`config.mk`:
```
export PLATFORM = sky130hd
export DESIGN_NAME = pio_tx_fifo
export DESIGN_NICKNAME = d
export VERILOG_FILES = /design/src/rtl/pio_tx_fifo.sv
export SDC_FILE = /design/constraint.sdc
export NUM_CORES = 1
export LEC_CHECK = 0
export ABC_AREA = 1
export BUFFER_PORTS_ARGS = -buffer_cell sky130_fd_sc_hd__buf_2
export CAP_MARGIN = 10
export CORE_MARGIN = 4
export CORE_UTILIZATION = 51
export CTS_CLUSTER_DIAMETER = 40
export CTS_CLUSTER_SIZE = 10
export DETAILED_ROUTE_END_ITERATION = 8
export GPL_TIMING_DRIVEN = 0
export PLACE_DENSITY = 0.74
export SYNTH_ARGS = -nofsm -noshare
export SYNTH_HDL_FRONTEND = slang
export SYNTH_SLANG_ARGS = --single-unit
```
`constraint.sdc`:
```
create_clock -name clk -period 2.9 [get_ports clk]
set_clock_uncertainty 0.15 [all_clocks]
set_input_delay 0.435 -clock clk [delete_from_list [all_inputs] [get_ports clk]]
set_output_delay 0.435 -clock clk [all_outputs]
set_load 0.005 [all_outputs]
```
`src/rtl/pio_tx_fifo.sv`:
```
// pio_tx_fifo: TX FIFO between the system-bus write port and the output shift
// register. The head word falls through to fifo_out and pops on a PULL or an
// autopull. The FIFO reports level/full/empty for stall logic and keeps sticky
// overflow/underflow flags for debug.
//
// Optional feature macro: PIO_TX_FIFO_JOIN_EN
//   When defined, an i_join input is added (the name `join` is a reserved word
//   in SystemVerilog, so the port carries the input prefix). Storage doubles to
//   2*DEPTH entries, and i_join selects a capacity of 2*DEPTH (1) or DEPTH (0).
//   Any change of i_join is treated as a flush in the cycle it is seen.
//   When undefined, capacity is fixed at DEPTH.

module pio_tx_fifo #(
  parameter  int WIDTH = 32,
  parameter  int DEPTH = 4,
  localparam int LW    = $clog2(2 * DEPTH + 1)
) (
  input  logic             clk,
  input  logic             rst,
`ifdef PIO_TX_FIFO_JOIN_EN
  input  logic             i_join,
`endif
  input  logic             push,
  input  logic [WIDTH-1:0] push_data,
  output logic             push_ready,
  input  logic             pull,
  output logic [WIDTH-1:0] fifo_out,
  output logic             fifo_empty,
  output logic             fifo_full,
  output logic [LW-1:0]    level,
  input  logic             flush,
  input  logic             clr_flags,
  output logic             overflow,
  output logic             underflow
);

`ifdef PIO_TX_FIFO_JOIN_EN
  localparam int STORE = 2 * DEPTH;
`else
  localparam int STORE = DEPTH;
`endif
  localparam int PW = (STORE > 1) ? $clog2(STORE) : 1;

  // Storage and registered state
  logic [WIDTH-1:0] r_mem [STORE];
  logic [PW-1:0]    r_wr_ptr;
  logic [PW-1:0]    r_rd_ptr;
  logic [LW-1:0]    r_level;
  logic             r_overflow;
  logic             r_underflow;

  // Combinational control
  logic [LW-1:0]    w_cap;        // current capacity in words
  logic [PW-1:0]    w_last;       // highest pointer value before wrap
  logic             w_flush;      // explicit flush or join-mode change
  logic             w_empty;
  logic             w_full;
  logic             w_pull_eff;
  logic             w_push_acc;
  logic             w_drop;       // push discarded because FIFO is full
  logic             w_ignored;    // pull seen while empty
  logic [PW-1:0]    w_wr_ptr_nxt;
  logic [PW-1:0]    w_rd_ptr_nxt;
  logic [LW-1:0]    w_level_nxt;

`ifdef PIO_TX_FIFO_JOIN_EN
  logic r_join_q;

  // Remember the join setting so a change can be recognised as a flush
  always_ff @(posedge clk) begin
    if (!rst) r_join_q <= i_join;
    else      r_join_q <= i_join;
  end

  assign w_cap   = i_join ? LW'(2 * DEPTH) : LW'(DEPTH);
  assign w_last  = i_join ? PW'(2 * DEPTH - 1) : PW'(DEPTH - 1);
  assign w_flush = flush | (i_join != r_join_q);
`else
  assign w_cap   = LW'(DEPTH);
  assign w_last  = PW'(DEPTH - 1);
  assign w_flush = flush;
`endif

  assign w_empty    = (r_level == '0);
  assign w_full     = (r_level == w_cap);

  // A flush cycle ignores both push and pull, so neither flag can fire in it.
  assign w_pull_eff = pull & ~w_empty & ~w_flush;
  assign w_push_acc = push & ~w_flush & (~w_full | w_pull_eff);
  assign w_drop     = push & ~w_flush & w_full & ~pull;
  assign w_ignored  = pull & ~w_flush & w_empty;

  // Outputs are decoded from registered state only
  assign fifo_empty = w_empty;
  assign fifo_full  = w_full;
  assign push_ready = ~w_full;
  assign level      = r_level;
  assign fifo_out   = w_empty ? '0 : r_mem[r_rd_ptr];
  assign overflow   = r_overflow;
  assign underflow  = r_underflow;

  // Next pointer and level values, wrapping modulo the current capacity
  always_comb begin
    // NOTE: every always_comb output gets a default first so no path leaves it
    // unassigned; an unassigned path would infer a latch.
    w_wr_ptr_nxt = r_wr_ptr;
    w_rd_ptr_nxt = r_rd_ptr;
    w_level_nxt  = r_level;

    if (w_flush) begin
      w_wr_ptr_nxt = '0;
      w_rd_ptr_nxt = '0;
      w_level_nxt  = '0;
    end else begin
      if (w_push_acc)
        w_wr_ptr_nxt = (r_wr_ptr == w_last) ? '0 : r_wr_ptr + PW'(1);
      if (w_pull_eff)
        w_rd_ptr_nxt = (r_rd_ptr == w_last) ? '0 : r_rd_ptr + PW'(1);
      case ({w_push_acc, w_pull_eff})
        2'b10:   w_level_nxt = r_level + LW'(1);
        2'b01:   w_level_nxt = r_level - LW'(1);
        default: w_level_nxt = r_level;
      endcase
    end
  end

  // Pointer and level registers; reset takes priority over every other input
  always_ff @(posedge clk) begin
    // NOTE: sequential state uses non-blocking assignments so every register
    // samples the values from before the edge, independent of statement order.
    if (!rst) begin
      r_wr_ptr <= '0;
      r_rd_ptr <= '0;
      r_level  <= '0;
    end else begin
      r_wr_ptr <= w_wr_ptr_nxt;
      r_rd_ptr <= w_rd_ptr_nxt;
      r_level  <= w_level_nxt;
    end
  end

  // Sticky debug flags: a new event in the same cycle beats clr_flags
  always_ff @(posedge clk) begin
    if (!rst) begin
      r_overflow  <= 1'b0;
      r_underflow <= 1'b0;
    end else begin
      if (w_drop)         r_overflow  <= 1'b1;
      else if (clr_flags) r_overflow  <= 1'b0;
      if (w_ignored)      r_underflow <= 1'b1;
      else if (clr_flags) r_underflow <= 1'b0;
    end
  end

  // Word storage; an accepted push writes the slot at the write pointer
  always_ff @(posedge clk) begin
    // NOTE: the memory has no reset. Its contents are only visible through
    // fifo_out when level is non-zero, and level is reset.
    if (w_push_acc) r_mem[r_wr_ptr] <= push_data;
  end

endmodule
```
==> results.toml, run 1 <==
[cells_and_area]
postLayoutCellArea_sq_um = 7278
antenna_cells = 0
area_delta_synth_final_pct = 29.67
drive_above_1_share = 0.2224
fill_cells = 762
finalNetCount = 647

[synthesis]
netlist_instances = 470
synth_top_family_by_area = "simple AND/OR/NAND/NOR gates"
synth.area.mux_share = 0
syn_nets = 514
avgSynthCellArea_sq_um = 11.94
synth_compound_area_frac = 0.1039
synth.distinct_cells = 28
synth_fa_ha_area_frac = 0.01337
ys_seq_area_frac = 0.7276
ys_ff_latch = 140
synthXorXnorAreaFrac = 0.001560
synth_area_sq_um = 5613
synth_warnings = 0
synthSimpleGateAreaFrac = 0.1233

[critical_path]
slowest_delay_ns = 0.31
required_ns = 2.32
start_kind = "flip-flop"
critPathKind = "reg2out"
crit_arrival_ns = 2.15
worstPathMaxFanout = 10
worst_path_max_delay_cell = "dfxtp_1"
cp-end-kind = "output port"
reg2reg_depth = 5
crit_chain = "clkbuf_1, inv_1, clkbuf_2, nor2_1, o21ai_0, a21oi_1, buf_2"

[die]
ioPinCount = 79
num_rows = 38
die_h_um = 112.9
die_w_um = 112.9
die_area_sq_um = 12750
core_sq_um = 10790
initial_core_util = 0.5201

[sta]
tns_ns = 0
drv_slew = 0
rsz0062_at_grt = "no"
tightest_slew_ns = 0.6412
fmax_mhz = 366.2
period_minus_slack_ns = 2.731
final-setup-viol-count = 0
fin_crit_sh = 0.9417
relSlewSlack = 0.5715
finalHoldViolations = 0

[clock_tree]
numCtsBuffers = 17
cts_buffer_depth = 2
clock_sinks = 140
root_buffer = "clkbuf_8"
clk_pin_slew_ns = 0.06
clk_latency_ns = 0.52
cts_tree = "yes"
cts_setup_buffers = 0
htree_levels = 4

[routing]
drtAntennaViolNets = 0
via_count = 3905
routed_wl_um = 12280
drc = 0
viasPerCell = 5.165
routedWlPerCell_um = 16.24
drt_first_pass_iters = 4
drtIter0Drc = 299

[global_routing]
globalRouteOverflowTotal = 0
grt_max_degree = 24
antenna_found_initial = 1
first_global_vias = 4022
grt_pass1_wl_um = 19840
grt_use_total = 0.2025

[placed_design]
post_dp_cell_area_sq_um = 6304
hpwlAfterDp_um = 7499
place.gp.congestion = 0.7635
numPortBuffers = 78

[outcome]
status = "complete, no violations"

[power]
peakVddDrop_uv = 531.9
leakagePower_nw = 2.785
p_per_area_nw_per_um2 = 661.9

[worst_hold_path]
hold_depth = 3
hold_class = "in2reg"

[flow_run]
drv_cap = 0
-- state kept, by name, summed over array words and instances, names as in the netlist, named ones only --
signal / cells
r_mem: 128
level: 4
r_rd_ptr: 2
r_wr_ptr: 2
overflow: 1
underflow: 1
-- synth_stat cells --
cell type | number | share of area
o21ai_0 | 65 | 0.058
ha_1 | 6 | 0.013
nand4_1 | 2 | 0.0022
o211ai_1 | 1 | 0.0013
buf_2 | 4 | 0.0036
o211a_1 | 1 | 0.0018
nand3_1 | 4 | 0.0036
edfxtp_1 | 128 | 0.68
nand2_4 | 1 | 0.0020
nor2_2 | 2 | 0.0022
clkinv_1 | 1 | 0.00067
a21oi_1 | 39 | 0.035
nand3_2 | 1 | 0.0018
nand2_2 | 2 | 0.0022
inv_1 | 17 | 0.011
o21ai_1 | 3 | 0.0027
nor4_4 | 1 | 0.0038
o21bai_1 | 1 | 0.0013
xor2_1 | 1 | 0.0016
inv_2 | 3 | 0.0020
nor2_1 | 138 | 0.092
buf_1 | 4 | 0.0027
clkbuf_1 | 15 | 0.010
a32o_1 | 1 | 0.0018
a211oi_2 | 1 | 0.0022
dfxtp_1 | 12 | 0.043
nand2_1 | 15 | 0.010
nand3_4 | 1 | 0.0031
-- placed cells by master, fill, tap and decap left out, types with 2 or more instances in the layout --
cell type / synthesis / final
edfxtp_1: 128 / 128
buf_1: 4 / 3
buf_12: 0 / 2
clkinv_2: 0 / 3
clkbuf_1: 15 / 13
nor2_4: 0 / 4
o21ai_0: 65 / 65
clkbuf_16: 0 / 16
clkinv_4: 0 / 2
buf_2: 4 / 82
inv_2: 3 / 3
nand4_1: 2 / 2
ha_1: 6 / 6
clkbuf_8: 0 / 4
o21ai_1: 3 / 3
dlygate4sd3_1: 0 / 32
nand3_1: 4 / 4
dfxtp_1: 12 / 12
nand2_2: 2 / 2
inv_1: 17 / 17
nand2_1: 15 / 15
nor2_2: 2 / 2
clkbuf_2: 0 / 4
buf_16: 0 / 2
a21oi_1: 39 / 39
nor2_1: 138 / 134
bufinv_16: 0 / 5
-- what timing repair did --
item,in CTS,in global routing
gates resized for setup,0,7
endpoints found under the setup margin,0,5
hold buffers,32,0
hold endpoints to repair,128,0
-- worst paths after layout --
kind / end / slack, ns / start
worst max-delay path: fifo_out[1] / 0.17 / flip-flop
worst min-delay path: overflow$_SDFFE_PN0P_ / 0.04 / rst
worst max register to register: r_mem[1][1]$_DFFE_PP_ / 0.74 / level[0]$_SDFFE_PP0P_
worst min register to register: overflow$_SDFFE_PN0P_ / 0.33 / overflow$_SDFFE_PN0P_
-- routing by layer --
| metal | wire length, um | share of wire | up-vias | GRT usage |
|---|---|---|---|---|
| li1 | - | - | 1920 | - |
| met1 | 5029 | 0.41 | 1834 | 0.2554 |
| met2 | 6262 | 0.51 | 141 | 0.3440 |
| met3 | 923 | 0.075 | 8 | 0.05615 |
| met4 | 53 | 0.0043 | 2 | 0.05929 |
| met5 | 7 | 0.00057 | - | 0 |
-- worst max-delay path: cells and delay by family (launching register included) --
kind	cells	cell delay, ns
simple gates	1	0.15
buf+inv	4	0.84
flops	1	0.31
compound gates	2	0.35
-- through the flow --
| step | hold WS (ns) | total power [mW] | setup slack [ns] | cells | utilization |
|---|---|---|---|---|---|
| 2_1_floorplan | 0.3080 | 2.391 | 0.08765 | 470 | - |
| 3_3_place_gp | 0.2987 | 2.484 | -1.091 | 688 | 0.5725 |
| 3_5_place_dp | 0.3082 | 2.501 | 0.5119 | 692 | 0.5840 |
| 4_1_cts | 0.02413 | 4.833 | 0.07548 | 756 | 0.6739 |
| 5_1_grt | 0.04865 | 4.966 | 0.02054 | 756 | 0.6744 |
| 6_report | 0.04151 | 4.817 | 0.1692 | 756 | 0.6744 |
-- cell type report --
cell class	instances	area, sq um	share of cell area
Timing Repair Buffer	114	805.8	0.1107
Clock buffer	21	459.2	0.06309
Inverter	21	78.83	0.01083
Sequential cell	140	4084	0.5611
Tap cell	140	175.2	0.02407
Clock inverter	11	190.2	0.02613
Multi-Input combinational cell	286	1389	0.1908
Buffer	23	96.34	0.01324
-- power breakdown --
part	internal (mW)	switching [mW]	leakage [nW]
combinational	0.102	0.140	1.21
clock	1.55	0.775	0.318
sequential	2.24	0.0112	1.26
-- cells by family (layout without fill, tap and decap cells) --
family	count (synthesis)	count (layout)
AND/OR/NAND/NOR	167	167
flip-flops	140	140
AO/OA/AOI/OAI	112	112
buffers and inverters	44	190
adder cells (fa/ha/maj)	6	6
XOR/XNOR	1	1
Power figures use the tool's default switching activity.
==> inputs of run 2 (changes only) <==
BUFFER_PORTS_ARGS = default   (was -buffer_cell sky130_fd_sc_hd__buf_2)
CORE_UTILIZATION = 56   (was 51)
DONT_BUFFER_PORTS = 1   (was default)
PLACE_DENSITY = 0.73   (was 0.74)
==> run 2 against run 1 <==
Net effect:
- first-iteration DRC count is 3.0% lower
- global-route usage up 1.8 points
- sequential power about the same
- clock power hardly changed
- critical endpoint is now fifo_out[17]
- via count shrank 5.2%
- setup slack worse by 0.0055 ns
- flip-flop and latch count did not move
- largest cell class unchanged
==> results.toml, run 2 (synthesis results as in run 1) <==
[worst_hold_path]
hold_depth = 3
holdPathEnd = "level[3]$_SDFFE_PP0P_"
worstHoldStart = "flush"
hold_class = "in2reg"

[clock_tree]
cts-hold-fix-buffers = 36
cts_tree = "yes"
post_cts_resized = 0
cts_setup_buffers = 0
cts_buffer_depth = 2
clock_sinks = 140
numCtsBuffers = 17
htree_levels = 4
clk_latency_ns = 0.51
clk_pin_slew_ns = 0.06
root_buffer = "clkbuf_8"

[cells_and_area]
fill_cells = 677
drive_above_1_share = 0.1017
postLayoutCellArea_sq_um = 6914
finalNetCount = 573
final_cell_mix = "nor2_1 (134), edfxtp_1 (128), o21ai_0 (65)"
area_delta_synth_final_pct = 23.18
finalNonFillerCells = 675
final_common_cell = "nor2_1"
final_util = 0.7074
largest_reg_flops = 128
regMostFlops = "r_mem"

[critical_path]
slowest_delay_ns = 0.32
crit_chain = "clkbuf_1, inv_1, clkbuf_1, nor2_1, o21ai_0, a21oi_1"
rr_startpoint = "level[0]$_SDFFE_PP0P_"
worstPathMaxFanout = 10
critPathKind = "reg2out"
r2r_end = "r_mem[1][16]$_DFFE_PP_"
crit_arrival_ns = 2.15
crit_path_frequent_cell = "clkbuf_1"
r2r_slack_ns = 0.73
reg2reg_depth = 5
start_kind = "flip-flop"
required_ns = 2.32
worst_path_max_delay_cell = "dfxtp_1"
cp-end-kind = "output port"

[routing]
drc = 0
drtAntennaViolNets = 0
via_count = 3700
viasPerCell = 5.481
routed_wl_um = 12250
drtIter0Drc = 290
routedWlPerCell_um = 18.15
drt_first_pass_iters = 5

[sta]
rsz0062_at_grt = "no"
tns_ns = 0
relSlewSlack = 0.5707
finalHoldViolations = 0
tightest_slew_ns = 0.6425
final-setup-viol-count = 0
fin_crit_sh = 0.9436
fmax_mhz = 365.5
period_minus_slack_ns = 2.736
drv_slew = 0

[die]
die_w_um = 108.1
initial_core_util = 0.5742
die_area_sq_um = 11690
die_h_um = 108.1
ioPinCount = 79
num_rows = 36
core_sq_um = 9774

[power]
combPwrFrac = 0.043
power.internal_mw = 3.796
total_power_mw = 4.744
clock_power_share = 0.483
p_switching_mw = 0.9476
p_per_area_nw_per_um2 = 686.1
p_sw_frac = 0.1998
pwr-share-seq = 0.475
leakagePower_nw = 2.424
peakVddDrop_uv = 444.5

[global_routing]
met2_usage = 0.3823
met1_usage = 0.2623
first_global_vias = 3801
grtUsageMet3 = 0.06627
antenna_found_initial = 0
grt_pass1_wl_um = 19260
grt_use_total = 0.2205
globalRouteOverflowTotal = 0
grt_max_degree = 18
grt-busiest-layer = "met2"

[placed_design]
place.gp.congestion = 0.7558
post_dp_cell_area_sq_um = 5919
dp.cells = 607
hpwlAfterDp_um = 7338
numPortBuffers = 0

[flow_run]
drv_cap = 0

[outcome]
status = "complete, no violations"
-- run 2: per-stage QoR --
stage / hold slack (ns) / setup WS [ns]
after global routing: 0.04577 / 0.02903
after detailed placement: 0.3285 / 0.6164
final: 0.03525 / 0.1637
after CTS: 0.02951 / 0.1855
after global placement: 0.3262 / -1.006
after floorplan: 0.3080 / 0.08765
-- run 2: how the worst max path moves through the flow --
stage                    from                     end  slack [ns]
CTS                 flip-flop            fifo_out[17]        0.19
finish              flip-flop            fifo_out[17]        0.16
floorplan                push   r_mem[0][0]$_DFFE_PP_        0.09
global placement         push  r_mem[3][18]$_DFFE_PP_       -1.01
detailed placement       push  r_mem[2][14]$_DFFE_PP_        0.62
global route        flip-flop             fifo_out[1]        0.03
-- run 2: metal layers --
layer,share of wire,up-vias
li1,-,1774
met1,0.40,1793
met2,0.52,116
met3,0.065,17
met4,0.013,0
met5,0,-
-- run 2: critical path: cells and delay by family (launching register included) --
family,cells,cell delay (ns)
buf+inv,3,0.75
compound gates,2,0.38
flops,1,0.32
simple gates,1,0.19
-- run 2: power by group through the flow --
stage	clock [mW]	sequential, mW	combinational [mW]
final	2.29	2.25	0.202
after detailed placement	0	2.29	0.147
after CTS	2.32	2.25	0.203
after global routing	2.40	2.25	0.227
after global placement	0	2.30	0.131
after floorplan	0	2.29	0.0984
-- run 2: final cells by class --
cell class,count,area (sq um),area share
buffer,23,91.34,0.01321
clock buffer,17,414.1,0.05990
tap,133,166.4,0.02407
multi-input combinational,286,1389,0.2009
antenna,1,2.502,0.0003619
clock inverter,14,217.7,0.03149
inverter,21,78.83,0.01140
timing repair buffer,40,470.5,0.06804
sequential,140,4084,0.5907
==> inputs of run 3 (changes only) <==
CTS_BUF_LIST = sky130_fd_sc_hd__clkbuf_4 sky130_fd_sc_hd__clkbuf_8 sky130_fd_sc_hd__clkbuf_16   (was default)
RECOVER_POWER = 100   (was default)
==> run 3 against run 2 <==
Net effect:
- global-route usage stayed put
- register-to-register slack worse by 0.49 ns
- cell count unchanged
- clock-buffer cell count is the same
- highest routed layer unchanged
- critical path type unchanged
- largest cell class unchanged
- non-clock buffer count unchanged
- die area unchanged
- critical endpoint unchanged
==> results.toml, run 3 (synthesis results as in run 1) <==
[outcome]
status = "complete, no violations"

[cells_and_area]
largest_reg_flops = 128
final_util = 0.6947
multi_input_area_sq_um = 1346
regMostFlops = "r_mem"
final_cell_mix = "nor2_1 (134), edfxtp_1 (128), o21ai_0 (66)"
postLayoutCellArea_sq_um = 6790
fill_cells = 693
area_delta_synth_final_pct = 20.98
drive_above_1_share = 0.08688
finalNetCount = 573
register_area_sq_um = 4084
final_common_cell = "nor2_1"
finalNonFillerCells = 675

[critical_path]
cp-end-kind = "output port"
worstPathMaxFanout = 10
required_ns = 2.32
r2r_end = "r_mem[3][20]$_DFFE_PP_"
start_kind = "flip-flop"
r2r_slack_ns = 0.24
reg2reg_depth = 6
rr_startpoint = "level[2]$_SDFFE_PP0P_"
crit_arrival_ns = 2.14
critPathKind = "reg2out"

[global_routing]
globalRouteOverflowTotal = 0
first_global_vias = 3801
grt_max_degree = 18
antenna_found_initial = 0
grt_use_total = 0.2205
grt_pass1_wl_um = 19260

[routing]
viasPerCell = 5.487
via_count = 3704
drtIter0Drc = 241
drt_first_pass_iters = 5
drtAntennaViolNets = 0
routed_wl_um = 12260
routedWlPerCell_um = 18.16
drc = 0

[worst_hold_path]
holdPathEnd = "level[3]$_SDFFE_PP0P_"
hold_depth = 3
worstHoldStart = "flush"
hold_class = "in2reg"

[sta]
rsz0062_at_grt = "no"
fin_crit_sh = 0.9384
holdWs_ns = 0.03917
period_minus_slack_ns = 2.721
tns_ns = 0
postLayoutSetupSlackWorst_ns = 0.1786
fmax_mhz = 367.5
finalHoldViolations = 0
relSlewSlack = 0.4976
tightest_slew_ns = 0.7467
final-setup-viol-count = 0
drv_slew = 0

[power]
total_power_mw = 4.734
p_per_area_nw_per_um2 = 697.2
peakVddDrop_uv = 441.5
leakagePower_nw = 2.388

[clock_tree]
post_cts_resized = 0
cts-hold-fix-buffers = 36
cts_buffer_depth = 2
clk_latency_ns = 0.51
clk_pin_slew_ns = 0.06
numCtsBuffers = 17
htree_levels = 4
clock_sinks = 140
root_buffer = "clkbuf_8"
cts_setup_buffers = 0
cts_tree = "yes"

[placed_design]
place.gp.congestion = 0.7558
hpwlAfterDp_um = 7338
dp_slack_ns = 0.6164
dp.cells = 607
post_dp_cell_area_sq_um = 5919
numPortBuffers = 0

[die]
initial_core_util = 0.5742
ioPinCount = 79
die_area_sq_um = 11690
num_rows = 36
die_w_um = 108.1
core_sq_um = 9774
die_h_um = 108.1

[flow_run]
drv_cap = 0
run 3: cell count changes in the layout (fill, tap and decap cells not counted), sizes merged:
cell    delta
buf        -4
inv        -1
clkbuf     +4
clkinv     +1
run 3: layout make-up:
cell class                      count  area share
Antenna cell                        1   0.0003685
Tap cell                          133     0.02451
Timing Repair Buffer               40     0.05749
Sequential cell                   140      0.6014
Clock buffer                       17     0.06099
Buffer                             23     0.01327
Multi-Input combinational cell    286      0.1983
Clock inverter                     14     0.03206
Inverter                           21     0.01161
run 3: worst max-delay path by stage:
stage                                   endpoint  cells after the start             startpoint
final                               fifo_out[17]                      6              flip-flop
after global routing      r_mem[1][16]$_DFFE_PP_                      6  level[2]$_SDFFE_PP0P_
after CTS                           fifo_out[17]                      6              flip-flop
after detailed placement  r_mem[2][14]$_DFFE_PP_                      5                   push
after global placement    r_mem[3][18]$_DFFE_PP_                      4                   push
after floorplan            r_mem[0][0]$_DFFE_PP_                      4                   push
run 3: layer usage:
layer  track usage  vias up  routed length, um
met5             0        -                  0
met4       0.07665        0                177
met1        0.2623     1775               4714
met3       0.06627       18                979
met2        0.3823      141               6388
li1              -     1770                  -
run 3: worst max-delay path, cell delays in order, from the launching register on:
cell and delay (ns):
dfxtp_1 0.31, clkbuf_1 0.26, inv_1 0.18, clkbuf_1 0.30, nor2_1 0.19, o21ai_0 0.13
a21oi_1 0.25
run 3: power breakdown:
| part | internal [mW] | switching [mW] |
|---|---|---|
| Clock | 1.48 | 0.809 |
| Combinational | 0.0666 | 0.124 |
| Sequential | 2.24 | 0.0115 |
| Total | 3.79 | 0.945 |
